`config.mk`:
```
export PLATFORM = sky130hd
export DESIGN_NAME = conv_frame_sequencer
export DESIGN_NICKNAME = d
export VERILOG_FILES = /design/src/rtl/conv_seq_pkg.sv /design/src/rtl/conv_seq_watchdog.sv /design/src/rtl/conv_frame_sequencer.sv
export SDC_FILE = /design/constraint.sdc
export NUM_CORES = 1
export LEC_CHECK = 0
export ABC_AREA = 0
export BUFFER_PORTS_ARGS = -buffer_cell sky130_fd_sc_hd__buf_2
export CORE_MARGIN = 3
export CORE_UTILIZATION = 51
export CTS_CLUSTER_SIZE = 16
export DETAILED_ROUTE_END_ITERATION = 6
export GPL_ROUTABILITY_DRIVEN = 0
export PLACE_DENSITY = 0.8
export REMOVE_ABC_BUFFERS = 1
export SLEW_MARGIN = 20
export SYNTH_ARGS = -nofsm -noshare
export SYNTH_HDL_FRONTEND = slang
export SYNTH_SLANG_ARGS = --single-unit
```
`constraint.sdc`:
```
create_clock -name iClk -period 2.86 [get_ports iClk]
set_input_delay 0.286 -clock iClk [delete_from_list [all_inputs] [get_ports iClk]]
set_output_delay 0.286 -clock iClk [all_outputs]
set_load 0.02 [all_outputs]
```
`src/rtl/conv_seq_pkg.sv`:
```
// Shared definitions for the frame sequencer: state encoding, frame-size
// defaults and elaboration-time helpers.
package conv_seq_pkg;

    localparam logic [2:0] ST_IDLE   = 3'd0;
    localparam logic [2:0] ST_LAUNCH = 3'd1;
    localparam logic [2:0] ST_RUN    = 3'd2;
    localparam logic [2:0] ST_DRAIN  = 3'd3;
    localparam logic [2:0] ST_DONE   = 3'd4;
    localparam logic [2:0] ST_ERR    = 3'd5;

    typedef enum logic [2:0] {
        S_IDLE   = ST_IDLE,
        S_LAUNCH = ST_LAUNCH,
        S_RUN    = ST_RUN,
        S_DRAIN  = ST_DRAIN,
        S_DONE   = ST_DONE,
        S_ERR    = ST_ERR
    } seq_state_t;

    localparam int unsigned DEF_WIDTH  = 480;
    localparam int unsigned DEF_HEIGHT = 272;
    localparam int unsigned WIN_TOTAL  = DEF_WIDTH * DEF_HEIGHT;

    function automatic int unsigned win_total(input int unsigned w, input int unsigned h);
        return w * h;
    endfunction

    // True when a cnt_w-bit counter can hold the value total.
    function automatic bit cnt_w_fits(input int unsigned cnt_w, input int unsigned total);
        return (cnt_w >= 32) || (total < (32'd1 << cnt_w));
    endfunction

endpackage

```
`src/rtl/conv_seq_watchdog.sv`:
```
// Loadable down-counting watchdog; expires on the enabled cycle that would
// bring the count to zero, unless a clear arrives in the same cycle.
module conv_seq_watchdog #(
    parameter int unsigned TMO_CYC = 1024,
    localparam int unsigned L_W    = $clog2(TMO_CYC + 1)
) (
    input  logic i_clk,
    input  logic i_rst,
    input  logic i_clr,
    input  logic i_en,
    output logic o_expire
);

    logic [L_W-1:0] r_cnt;

    always_ff @(posedge i_clk or posedge i_rst) begin
        if (i_rst) begin
            r_cnt <= L_W'(TMO_CYC);
        end else if (i_clr) begin
            r_cnt <= L_W'(TMO_CYC);
        end else if (i_en && (r_cnt != '0)) begin
            r_cnt <= r_cnt - L_W'(1);
        end
    end

    assign o_expire = i_en && !i_clr && (r_cnt == L_W'(1));

endmodule

```
`src/rtl/conv_frame_sequencer.sv`:
```
// Frame-level controller for the 3x3 window generator: launches passes,
// counts windows, drains, and flags stalls via an unstalled-cycle watchdog.
//
// state  | meaning
// IDLE   | ready for a start command
// LAUNCH | start asserted to generator, waiting for a non-busy start edge
// RUN    | counting windows, watchdog armed
// DRAIN  | last window seen, waiting DRAIN_CYC unstalled cycles
// DONE   | one-cycle completion, then IDLE
// ERR    | sticky error until start or abort
module conv_frame_sequencer
    import conv_seq_pkg::*;
#(
    parameter int unsigned WIDTH     = DEF_WIDTH,
    parameter int unsigned HEIGHT    = DEF_HEIGHT,
    parameter int unsigned CNT_W     = 17,
    parameter int unsigned TMO_CYC   = 1024,
    parameter int unsigned DRAIN_CYC = 2
) (
    input  logic             iClk,
    input  logic             iRst,
    input  logic             iCmdStart,
    input  logic             iCmdAbort,
    input  logic [7:0]       iFrames,
    input  logic             iMacBusy,
    input  logic             iWinValid,
    output logic             oWinEn,
    output logic             oWinStart,
    output logic             oWinBusy,
    output logic             oWinClr,
    output logic             oReady,
    output logic             oDone,
    output logic             oErr,
    output logic [7:0]       oFrameIdx,
    output logic [CNT_W-1:0] oWinCnt
);

    localparam int unsigned      L_WIN_TOTAL = win_total(WIDTH, HEIGHT);
    localparam logic [CNT_W-1:0] L_LAST_WIN  = CNT_W'(L_WIN_TOTAL - 1);
    localparam int unsigned      L_DRN_W     = $clog2(DRAIN_CYC + 2);

    generate
        if (!cnt_w_fits(CNT_W, L_WIN_TOTAL)) begin : g_bad_cnt_w
            $error("conv_frame_sequencer: CNT_W too narrow for WIDTH*HEIGHT");
        end
    endgenerate

    seq_state_t         r_state, w_next;
    logic [7:0]         r_total, r_frame_idx;
    logic [CNT_W-1:0]   r_win_cnt;
    logic [L_DRN_W-1:0] r_drain;
    logic               r_done, r_clr;
    logic               w_active, w_abort, w_start, w_count, w_next_frame;
    logic               w_last_frame, w_drain_done;
    logic               w_wd_clr, w_wd_en, w_wd_expire;

    // Abort only acts while a pass is in flight; in ERR it has its own path.
    assign w_active     = (r_state == S_LAUNCH) || (r_state == S_RUN) ||
                          (r_state == S_DRAIN)  || (r_state == S_DONE);
    assign w_abort      = iCmdAbort && w_active;
    assign w_start      = iCmdStart && !iCmdAbort &&
                          ((r_state == S_IDLE) || (r_state == S_ERR));
    assign w_last_frame = (r_frame_idx == (r_total - 8'd1));
    assign w_drain_done = (r_drain == '0);
    assign w_count      = (r_state == S_RUN) && iWinValid && !iCmdAbort;
    assign w_next_frame = (r_state == S_DRAIN) && !iCmdAbort && !iWinValid &&
                          w_drain_done && !w_last_frame;
    assign w_wd_clr     = (r_state != S_RUN) || iWinValid;
    assign w_wd_en      = (r_state == S_RUN) && !iMacBusy;

    conv_seq_watchdog #(.TMO_CYC(TMO_CYC)) u_watchdog (
        .i_clk    (iClk),
        .i_rst    (iRst),
        .i_clr    (w_wd_clr),
        .i_en     (w_wd_en),
        .o_expire (w_wd_expire)
    );

    always_comb begin
        w_next = r_state;
        case (r_state)
            S_IDLE: begin
                if (w_start) w_next = S_LAUNCH;
            end
            S_LAUNCH: begin
                if (w_abort)        w_next = S_IDLE;
                else if (!iMacBusy) w_next = S_RUN;
            end
            S_RUN: begin
                if (w_abort) begin
                    w_next = S_IDLE;
                end else if (iWinValid) begin
                    if (r_win_cnt == L_LAST_WIN) w_next = S_DRAIN;
                end else if (w_wd_expire) begin
                    w_next = S_ERR;
                end
            end
            S_DRAIN: begin
                if (w_abort)           w_next = S_IDLE;
                else if (iWinValid)    w_next = S_ERR;
                else if (w_drain_done) w_next = w_last_frame ? S_DONE : S_LAUNCH;
            end
            S_DONE: w_next = S_IDLE;
            S_ERR: begin
                if (iCmdAbort)    w_next = S_IDLE;
                else if (w_start) w_next = S_LAUNCH;
            end
            default: w_next = S_IDLE;
        endcase
    end

    always_ff @(posedge iClk or posedge iRst) begin
        if (iRst) begin
            r_state     <= S_IDLE;
            r_done      <= 1'b0;
            r_clr       <= 1'b0;
            r_total     <= 8'd1;
            r_frame_idx <= 8'd0;
            r_win_cnt   <= '0;
            r_drain     <= L_DRN_W'(DRAIN_CYC);
        end else begin
            r_state <= w_next;
            r_done  <= (w_next == S_DONE);
            r_clr   <= w_abort || ((w_next == S_ERR) && (r_state != S_ERR));
            if (w_start) begin
                r_total     <= (iFrames == 8'd0) ? 8'd1 : iFrames;
                r_frame_idx <= 8'd0;
                r_win_cnt   <= '0;
            end else if (w_next_frame) begin
                r_frame_idx <= r_frame_idx + 8'd1;
                r_win_cnt   <= '0;
            end else if (w_count) begin
                r_win_cnt <= r_win_cnt + CNT_W'(1);
            end
            // Reloaded outside DRAIN so every drain phase starts full.
            if (r_state != S_DRAIN) begin
                r_drain <= L_DRN_W'(DRAIN_CYC);
            end else if (!iMacBusy && !w_drain_done) begin
                r_drain <= r_drain - L_DRN_W'(1);
            end
        end
    end

    assign oReady    = (r_state == S_IDLE);
    assign oWinEn    = (r_state == S_LAUNCH) || (r_state == S_RUN) || (r_state == S_DRAIN);
    assign oWinStart = (r_state == S_LAUNCH);
    assign oErr      = (r_state == S_ERR);
    assign oWinBusy  = iMacBusy;
    assign oDone     = r_done;
    assign oWinClr   = r_clr;
    assign oFrameIdx = r_frame_idx;
    assign oWinCnt   = r_win_cnt;

endmodule

```
# == Yosys cells after proc, flatten, opt, wreduce, memory -nomap -nowiden ==
# Index checks and enable logic that the tools add are counted.
# op_classes
n_addsub,5
mul,0
n_div,0
order_cmp,0
n_eq_ne,13
n_shift,0
muxes,23
n_bitwise,0
n_reduce_logical,35
# op_table
op,n
17-bit two-way mux,3
3-bit two-way mux,12
8-bit two-way mux,3
11-bit two-way mux,2
17-bit by 1-bit adder with 17-bit output (second input constant),1
17-bit equality test (second input constant),1
1-bit logical AND,15
3-bit case mux with 5 select lines,1
3-bit equality test (second input constant),4
11-bit by 1-bit equality test with 1-bit output (second input constant),1
11-bit nonzero test,1
11-bit by 1-bit subtractor with 11-bit output (second input constant),1
8-bit by 1-bit adder with 8-bit output (second input constant),1
8-bit equality test,1
8-bit logical NOT,1
8-bit by 1-bit subtractor with 8-bit output (second input constant),1
3-bit by 2-bit equality test with 1-bit output (second input constant),2
1-bit logical NOT,6
1-bit logical OR,6
3-bit by 2-bit inequality test with 1-bit output (second input constant),2
2-bit nonzero test,3
2-bit two-way mux,2
3-bit by 1-bit equality test with 1-bit output (second input constant),1
3-bit logical NOT,1
other kinds (4),4
# word_totals
regBits,51
latch_bits,0
mem_bits_rw,0
romBits,0
input_bits,14
output_inout_bits,32
word_cells,84
n_memories,0

# == Logic depth before layout (Yosys ltp) ==
# depth
depth_word,12
mapped_depth,10

# == Hierarchy ==
# A second synthesis with hierarchy kept.
# unflattened
hier_cells,333
area_unflattened_um2,3040.4
# by_module_without_submodules
mod,n_inst,cells_per_inst,area_each_um2,seq_area_each_um2
conv_frame_sequencer,1,266,2404.8,1003.5
conv_seq_watchdog,1,67,635.6,276.5

# == Worst setup path after synthesis ==
# OpenSTA, ideal clock, no wires.
# synth_path
path_kind,reg-to-reg
startpoint,reg r_total[0]
endpoint,reg r_win_cnt[1] (netlist: oWinCnt[1])
arrival_time_ns,2.152
required_ns,2.788
setup_slack_ns,0.636
path_stages_with_launch,11
synth_period_minus_slack_ns,2.224
cell_sequence,dfstp_2 -> inv_1 -> ha_1 -> o21ba_2 -> a221oi_1 -> a41o_1 -> a31oi_2 -> or2_1 -> buf_6 -> buf_6 -> nor2_1
# synth_via
elab_chain_len,6
# synth_lines
item,line,rtl
from (decl),conv_frame_sequencer.sv:49,"logic [7:0] r_total, r_frame_idx;"
from (signal assigned),conv_frame_sequencer.sv:126,r_total <= (iFrames == 8'd0) ? 8'd1 : iFrames;
8-bit by 1-bit subtractor with 8-bit output (*),conv_frame_sequencer.sv:63,assign w_last_frame = (r_frame_idx == (r_total - 8'd1));
8-bit equality test (*),conv_frame_sequencer.sv:63,
1-bit logical NOT (*),conv_frame_sequencer.sv:67,w_drain_done && !w_last_frame;
1-bit logical AND (*),conv_frame_sequencer.sv:67,
17-bit two-way mux,conv_frame_sequencer.sv:129,end else if (w_next_frame) begin
17-bit two-way mux,conv_frame_sequencer.sv:125,if (w_start) begin
to (signal assigned),conv_frame_sequencer.sv:133,r_win_cnt <= r_win_cnt + CNT_W'(1);
to (decl),conv_frame_sequencer.sv:50,logic [CNT_W-1:0] r_win_cnt;
# Mark *: on every way between the ends. The rest lies on a longest branch, timed or not.
# A chain may end at the register's enable or synchronous reset.

# == Worst setup path after layout ==
# layout_path
startpoint,reg r_total[0]
endpoint,reg r_win_cnt[5] (netlist: oWinCnt[5])
# Same word-level chain as after synthesis.

==> results.md <==
- Routed Antenna Nets: 0
- Vias per cell: 5.71
- Sequential fraction of the synthesis area: 0.444
- Worst r2r dst: oWinCnt[5]
- Final wirelength: 6.30 mm
- IO Pins: 46
- Post-route insts no fill: 427
- Highest Clock Rate: 382 MHz
- Main synth FF type: dfrtp_1
- Initial DRC Count: 185
- Initial antenna violation count: 0
- IO Port Bufs: 45
- Final net count: 376
- Crit end category: register
- Vias post-DR: 2440
- Clock slew at reported path FFs: 90 ps
- Critical-path maximum fanout: 17
- Worst vdd ir: 263 uV
- TritonCTS Buffers: 5
- WP buf/inv: 2
- Async set or reset register ratio after synthesis: 1.00
- Worst Path Required: 3060 ps
- Placement Setup Slack: 265 ps
- Crit start category: register
- Post-synth EDFFs: 0
- Largest area contributor in the netlist: dfrtp_1
- Cts hold-fix bufs: 0
- Fin crit share: 0.916
- Slew headroom: 0.424
- Final setup viols: 0
- Worst-margin pin slew: 863 ps
- Cells after Synth: 316
- Critical Path Slowest Stage Cell: a31oi_2
- CP delay by family, top: compound AO/OA/AOI/OAI gates
- Total power after layout: 1.75 mW
- Vias in the first global route: 2317
- Placed cell count: 419
- Hold Crit Class: in -> async
- Chip height: 81.2 um
- Clock sinks: 51
- Layout cell share with drive strength beyond 1: 0.204
- Total gr overflow: 0
- Slew Limit Fails: 0
- DRC violations left: 0
- TritonCTS clock tree: yes
- FP Rows: 26
- CP cell instances: inv_1 > ha_1 > xnor2_1 > a221oi_1 > a41o_1 > a31oi_2 > or2_1 > buf_4 > nor2_1
- Worst Skew: 8.65 ps
- Worst-Skew Late Latency: 310 ps
- First-pass GRT wire length: 10.7 mm
- GRT Total Usage: 0.210
- Hpwl dp: 4.54 mm
- Setup TNS: 0 ps
- Worst R2R Setup Slack: 240 ps
- Post-Synthesis Cell Area: 2890 um2
- Die Width: 81.2 um
- Post-CTS resize count: 0
- Outcome: finished, final reports clean
- Area Overhead vs Synth: 11.9%
- Synth cell types: 52
- Synth area leaders: dfrtp_1 42%, nor2_1 6.2%, xnor2_1 5.8%
- Starting Density: 0.544
- R2R depth: 9
- Synth top area share: 0.416
- Pwr dens: 543 nW/um2
- Avg Cell Area, Syn: 9.13 um2
- Worst path max stage delay: 580 ps
- Die ar.: 6600 um2
- WL per Instance: 14.7 um
- H-tree lvl count: 2
- Final Worst Setup Slack: 241 ps
- Antenna Cells: 0
- Tmin final: 2620 ps
- Leak pwr: 1.52 nW
- Drt pass-1 iters: 4
- Crit path arrival time: 2820 ps
- Largest net degree at the start of global routing: 52
- CTS Buffer Depth: 2
- Critical setup path kind: reg -> reg
- RR Startpoint: r_total[0]
- Register bit total from synthesis: 51
- Max-cap violations: 0
- Syn. warnings: 0
- Core Area: 5300 um2
- Setup bufs post-CTS: 0
- Unrepaired setup endpoints after global routing: false
- Hold Fails Final Rpt: 0
- CTS Root Cell: clkbuf_8
-- routing by layer --
layer	GRT usage	up-vias	routed length (um)
met4	0.0777	0	142
met2	0.338	69	3030
met1	0.279	1181	2840
li1	-	1172	-
met5	0	-	0
met3	0.0443	18	283
-- synthesized netlist by cell type (8+ instances only) --
cell	n
a21oi_1	15
clkbuf_1	8
dfrtp_1	48
inv_1	12
nand2_1	36
nand3_1	9
nand4_1	11
nor2_1	48
o21ai_0	9
xnor2_1	19
xor2_1	13
-- through the flow --
step	hold slack, ps	instance area (um2)	util
after floorplan	359	2820	-
after global placement	485	3140	0.591
after detailed placement	491	3140	0.591
after CTS	165	3230	0.609
after global routing	168	3230	0.609
final	121	3230	0.609
-- placed cells by master (no fill, tap or decap), drive strengths merged, types with 2 or more instances in the layout --
| cell | synthesis | final |
|---|---|---|
| nand2 | 36 | 36 |
| nor2b | 3 | 3 |
| dfstp | 3 | 3 |
| a21bo | 2 | 2 |
| a31o | 4 | 4 |
| mux2i | 3 | 3 |
| inv | 12 | 12 |
| o21ai | 9 | 9 |
| or3 | 6 | 6 |
| buf | 5 | 46 |
| o211ai | 2 | 2 |
| xnor2 | 19 | 19 |
| and3 | 6 | 6 |
| nand3 | 10 | 10 |
| dfrtp | 48 | 48 |
| a31oi | 2 | 2 |
| and3b | 2 | 2 |
| nand3b | 4 | 4 |
| or4 | 3 | 3 |
| clkinvlp | 0 | 2 |
| nor3 | 7 | 7 |
| clkbuf | 8 | 5 |
| nor2 | 48 | 48 |
| nand4 | 11 | 11 |
| xor2 | 13 | 13 |
| or2 | 3 | 3 |
| ha | 6 | 6 |
| and2 | 2 | 2 |
| nor4 | 3 | 3 |
| nor3b | 3 | 3 |
| a21oi | 15 | 15 |
| nand2b | 3 | 3 |
-- sequential cells by signal, summed over array words and instances (netlist names) --
name,count
r_drain,2
oFrameIdx,8
u_watchdog.r_cnt,11
oWinCnt,17
r_state,3
r_total,8
oWinClr,1
oDone,1
-- worst max-delay path by stage --
stage	from	to	slack [ps]	depth (start not counted)
after floorplan	r_total[0]	oWinCnt[0]	500	8
after global placement	r_total[0]	oWinCnt[12]	440	9
after detailed placement	r_total[0]	oWinCnt[16]	260	9
after CTS	r_total[0]	oWinCnt[5]	240	9
after global routing	r_total[0]	oWinCnt[8]	80	9
final	r_total[0]	oWinCnt[5]	240	9
-- cell families after synthesis --
| kind of cell | Yosys count | share of synthesized area |
|---|---|---|
| flip-flops | 51 | 0.444 |
| AO/OA/AOI/OAI | 46 | 0.116 |
| buffers and inverters | 25 | 0.0399 |
| AND/OR/NAND/NOR | 153 | 0.267 |
| adder cells (fa/ha/maj) | 6 | 0.0260 |
| multiplexers | 3 | 0.0104 |
| XOR/XNOR | 32 | 0.0971 |
-- report_power, final --
group	total [mW]	internal, mW	leakage [nW]	switching, mW
Clock	0.428	0.175	0.0408	0.252
Combinational	0.459	0.186	0.790	0.273
Sequential	0.866	0.782	0.688	0.0840
-- cell type report --
class                      count  area, um2
fill                         462       2070
tap                           70       87.6
multi-input combinational    240       1490
inverter                      12       46.3
timing repair buffer          46        233
clock inverter                 3       23.8
sequential                    51       1280
clock buffer                   5       68.8
Power figures use the tool's default switching activity.
